<file path="config.mk">
export PLATFORM = sky130hd
export DESIGN_NAME = instr_fetch
export DESIGN_NICKNAME = d
export VERILOG_FILES = /design/src/rtl/instr_fetch.sv
export SDC_FILE = /design/constraint.sdc
export NUM_CORES = 1
export LEC_CHECK = 0
export ABC_AREA = 1
export CAP_MARGIN = 20
export CORE_ASPECT_RATIO = 0.9
export CORE_MARGIN = 2
export CORE_UTILIZATION = 45
export DETAILED_ROUTE_END_ITERATION = 10
export HOLD_SLACK_MARGIN = 0.1
export PLACE_DENSITY = 0.71
export SYNTH_ARGS = -nofsm -noshare
export SYNTH_HDL_FRONTEND = slang
export SYNTH_SLANG_ARGS = --single-unit
</file>
<file path="constraint.sdc">
create_clock -name clk -period 4.6 [get_ports clk]
set_input_delay 0.92 -clock clk [delete_from_list [all_inputs] [get_ports clk]]
set_output_delay 0.92 -clock clk [all_outputs]
set_load 0.05 [all_outputs]
</file>
<file path="src/rtl/instr_fetch.sv">
// ---------------------------------------------------------------------------
// instr_fetch -- instruction fetch/issue stage.
//
// Owns the program counter, reads program memory through a one-cycle
// request / data-valid interface and hands one 8-bit instruction at a time
// to the control unit over a valid/ready handshake.  Instruction layout:
// [7:5] opcode, [4:0] register/immediate field.  A branch opcode parks the
// stage until the datapath resolves the branch, then the PC is redirected.
//
// Ports:
//   clk         in   1  rising-edge clock
//   rst_n       in   1  asynchronous active-low reset
//   halt        in   1  blocks the start of a new fetch
//   imem_req    out  1  one-cycle read request to program memory
//   imem_addr   out  8  read address (always equal to pc)
//   imem_rdata  in   8  read data, taken only while waiting for memory
//   imem_valid  in   1  read data valid
//   instr       out  8  instruction presented to decode
//   instr_valid out  1  instr holds an unconsumed instruction
//   instr_ready in   1  decode accepts instr this cycle
//   br_resolve  in   1  branch outcome valid
//   br_taken    in   1  branch outcome (taken when high)
//   pc          out  8  current program counter
//   retry       out  1  pulses in the cycle a timed-out request is reissued
// ---------------------------------------------------------------------------
module instr_fetch #(
    parameter logic [7:0]  RESET_PC   = 8'h00,
    parameter logic [2:0]  OPC_BRANCH = 3'b100,
    parameter int unsigned TIMEOUT    = 15
) (
    input  logic       clk,
    input  logic       rst_n,
    input  logic       halt,
    output logic       imem_req,
    output logic [7:0] imem_addr,
    input  logic [7:0] imem_rdata,
    input  logic       imem_valid,
    output logic [7:0] instr,
    output logic       instr_valid,
    input  logic       instr_ready,
    input  logic       br_resolve,
    input  logic       br_taken,
    output logic [7:0] pc,
    output logic       retry
);

    localparam logic [2:0] ST_IDLE     = 3'd0;
    localparam logic [2:0] ST_FETCH    = 3'd1;
    localparam logic [2:0] ST_WAIT_MEM = 3'd2;
    localparam logic [2:0] ST_ISSUE    = 3'd3;
    localparam logic [2:0] ST_WAIT_BR  = 3'd4;

    // Last wait count before the request is abandoned and reissued.
    localparam logic [7:0] CNT_LAST = 8'(TIMEOUT - 1);

    // Sign-extend the 5-bit branch offset to PC width (-16..+15).
    function automatic logic [7:0] sext5(input logic [4:0] off);
        return {{3{off[4]}}, off};
    endfunction

    logic [2:0] state_r, state_s;
    logic [7:0] pc_r, pc_s;
    logic [7:0] instr_r, instr_s;
    logic       instr_valid_r, instr_valid_s;
    logic       imem_req_r, imem_req_s;
    logic       retry_r, retry_s;
    logic [7:0] cnt_r, cnt_s;

    // Next-state and next-output computation for the fetch/issue FSM.
    always_comb begin
        state_s       = state_r;
        pc_s          = pc_r;
        instr_s       = instr_r;
        instr_valid_s = instr_valid_r;
        cnt_s         = cnt_r;
        retry_s       = 1'b0;
        imem_req_s    = 1'b0;

        case (state_r)
            ST_IDLE: begin
                if (!halt) begin
                    state_s = ST_FETCH;
                end else begin
                    state_s = ST_IDLE;
                end
            end

            ST_FETCH: begin
                cnt_s   = 8'd0;
                state_s = ST_WAIT_MEM;
            end

            ST_WAIT_MEM: begin
                if (imem_valid) begin
                    instr_s       = imem_rdata;
                    instr_valid_s = 1'b1;
                    state_s       = ST_ISSUE;
                end else if (cnt_r == CNT_LAST) begin
                    // Give up on this response; reissue the same address.
                    retry_s = 1'b1;
                    state_s = ST_FETCH;
                end else begin
                    cnt_s = cnt_r + 8'd1;
                end
            end

            ST_ISSUE: begin
                if (instr_valid_r && instr_ready) begin
                    instr_valid_s = 1'b0;
                    if (instr_r[7:5] == OPC_BRANCH) begin
                        // PC stays on the branch until the outcome arrives.
                        state_s = ST_WAIT_BR;
                    end else begin
                        pc_s = pc_r + 8'd1;
                        if (halt) begin
                            state_s = ST_IDLE;
                        end else begin
                            state_s = ST_FETCH;
                        end
                    end
                end else begin
                    state_s = ST_ISSUE;
                end
            end

            ST_WAIT_BR: begin
                if (br_resolve) begin
                    if (br_taken) begin
                        pc_s = pc_r + sext5(instr_r[4:0]);
                    end else begin
                        pc_s = pc_r + 8'd1;
                    end
                    if (halt) begin
                        state_s = ST_IDLE;
                    end else begin
                        state_s = ST_FETCH;
                    end
                end else begin
                    state_s = ST_WAIT_BR;
                end
            end

            default: begin
                state_s       = ST_IDLE;
                instr_valid_s = 1'b0;
                cnt_s         = 8'd0;
            end
        endcase

        // The request is high for exactly the cycle spent in FETCH; FETCH
        // always exits after one cycle, so entering it is the trigger.
        imem_req_s = (state_s == ST_FETCH);
    end

    // State and output registers.
    always_ff @(posedge clk or negedge rst_n) begin
        if (!rst_n) begin
            state_r       <= ST_IDLE;
            pc_r          <= RESET_PC;
            instr_r       <= 8'h00;
            instr_valid_r <= 1'b0;
            imem_req_r    <= 1'b0;
            retry_r       <= 1'b0;
            cnt_r         <= 8'd0;
        end else begin
            state_r       <= state_s;
            pc_r          <= pc_s;
            instr_r       <= instr_s;
            instr_valid_r <= instr_valid_s;
            imem_req_r    <= imem_req_s;
            retry_r       <= retry_s;
            cnt_r         <= cnt_s;
        end
    end

    assign imem_req    = imem_req_r;
    assign imem_addr   = pc_r;
    assign instr       = instr_r;
    assign instr_valid = instr_valid_r;
    assign pc          = pc_r;
    assign retry       = retry_r;

endmodule

</file>
==> metrics.txt <==
CTS tree built; clock insertion delay at the later pin of the skew report just under 300 ps; Die X-Extent 75.72 um; synthesized area roughly 0.0021 mm2; critical path fanouts, max 6; Pwr Total roughly 0.51 mW; Final ANT Viol Nets 0; status completed; row cnt 23; post-DP HPWL ~3400 um; Max-cap violations 0; Final Critical Period ~2600 ps; Crit. Startpoint instr[4]; DR DRC count 0; fin crit share a little under three fifths; Yosys top cell area share between 30% and 40%; delay-heaviest family, CP buffers and inverters; Stages on worst setup path 1; Crit Reg-Reg Startpoint imem_addr[0]; DRT Pass-1 Iters 4; Yosys warning count 0; worst hold start instr[7]; Arr. time, crit path 1660 ps; final WL between 4000 and 5000 um; post-CTS sizing 0; initial DRC count 85; number of synthesized flops with an enable pin 0; worst path required time between 3000 and 4000 ps; Leak roughly 1.2 nW; placed instance count 386; Worst VDD drop between 150 and 200 uV; Worst R2R Setup Slack around 2800 ps; peak per-stage delay on the critical path between 800 and 900 ps; worst hold path class reg2reg; WHS Endpoint instr[7]; fillers 434; CTS Sinks 30; reg2reg end imem_addr[6]; top post-synthesis cells by area dfrtp_1 36%, nand2_1 17%, nand3_1 6.7%; Final Setup Violations 0; I/O Pins 42; post-synthesis cell count approximately 290; wire length per cell about 12 um; top_reg_cell synth dfrtp_1; Setup CP Type reg2out; Register Area roughly 750 um2; Fin Clk Skew between 4 and 5 ps; endpoints failing hold 0; Clock transition at path regs ~70 ps; setup TNS 0 ps; Multi-input gate area 0.001129 mm2; fraction of registers with async set/reset 100.0%; final std cells w/o fill approximately 390; normalized max-slew margin between 60% and 70%; area grow syn2layout 24.86%; global-route wire length before repair about 7700 um; total number of vias 1,933; Port Buf Inserts 41; CTS Hold Bufs 0; Setup WS post-layout 2022 ps; core area 0.004461 mm2; initial antenna violation count 0; total CTS buffers 5; Post-Syn Nets 318; Seq/Total Area, Yosys 36.04%; Worst Hold Depth 2; largest net degree at the start of global routing 31; Final Net Count 357; Yosys reg bits 30; share of cells above drive strength 1 under 10%; H-tree levels 2; Setup Buffers After CTS 0; final max-slew violation count 0; Cell Chain, Critical Path clkdlybuf4s50_1; critical path's slowest cell clkdlybuf4s50_1; GRT Total Usage between 10% and 20%; Crit. End Element output port; n_diodes 0; die area approximately 0.0052 mm2; Buf/Inv on CP 1; GR Overflow Total 0; Die Y roughly 69 um; Tightest Pin Transition 516.1 ps; RSZ-0062 raised after global routing no; Bufs on Longest Clock Path 2; Max Clk Rate 0.3879 GHz; Synth cell types 29; R2R depth 11; Setup crit start kind register; Clock Tree Root clkbuf_8; Starting Density 46.70%; syn avg cell area about 7 um2; vias in the first global route approximately 1,700; Vias per Instance approximately 4.9; RD Place Congestion ~0.86; post-synth top area cell dfrtp_1; pre-CTS WS roughly 2300 ps; PD cells 195.7 mW/mm2
per-layer routing:
metal / vias to the layer above / share of wire (%) / track usage [%]
met2: 55 / 43 / 29.24
met1: 870 / 51 / 28.19
met4: 0 / 1.5 / 6.360
li1: 1002 / - / -
met5: - / 0 / 0
met3: 6 / 4.6 / 6.250
logic make-up after synthesis:
| logic type | share of synthesized area, % |
|---|---|
| adders and majority gates | 6.967 |
| and+or+nand+nor | 38.02 |
| DFF | 36.04 |
| xor gates and xnor gates | 1.682 |
| buffers and inverters | 9.789 |
| AOI/OAI and AO/OA | 7.508 |
through the flow:
stage	utilization, %	hold slack, ps	area [um2]
floorplan	-	495.8	2083
global placement	56.19	502.0	2506
detailed placement	56.19	503.6	2506
CTS	58.32	523.4	2601
global route	58.32	534.6	2601
finish	58.32	517.9	2601
final cells by class:
cell class	count	area share, %
multi-input cells	217	43.39
flip-flops and latches	30	28.86
repair buffers	42	16.07
inverters	35	5.051
clock buffers	6	3.175
well taps	62	2.982
clock inverters	2	0.4810
state kept, by name, indices dropped and copies added (netlist names):
signal,flops
cnt_r,8
imem_req,1
instr_valid,1
imem_addr,8
retry,1
instr,8
state_r,3
placed cells by master (no fill, tap or decap), types with 2 or more instances in the layout:
cell type,count
or2_2,4
o21ai_1,2
a21oi_1,6
nor2_4,2
nand2_2,3
ha_1,10
dfrtp_1,30
nand2_1,97
nand3_2,2
o31ai_1,2
inv_2,3
o21ai_0,17
inv_1,31
nand3b_1,6
nor2_1,26
clkbuf_8,6
clkdlybuf4s50_1,41
nand3_1,28
xnor2_1,3
synthesized netlist by cell type (2+ instances only):
cell type	number
o21ai_0	17
or2_2	4
buf_4	9
inv_2	3
nand3b_1	6
nand3_1	28
xnor2_1	3
dfrtp_1	30
nand2_2	3
a21oi_1	6
o31ai_1	2
o21ai_1	2
ha_1	10
inv_1	31
nor2_1	26
nand3_2	2
nor2_4	2
nand2_1	97
how the worst max path moves through the flow:
stage | to | slack, ps
5_1_grt | instr[4] | 1970
4_1_cts | instr[4] | 2010
3_3_place_gp | instr[4] | 2350
6_report | instr[4] | 2020
2_1_floorplan | imem_addr[6] | 2660
3_5_place_dp | instr[4] | 2330
report_power, final:
part,switching (mW),leakage (nW),internal [mW]
clock network,0.107,0.0472,0.120
logic,0.00742,0.828,0.0111
registers,0,0.372,0.264
total,0.114,1.25,0.395
(Power assumes the default switching activity.)
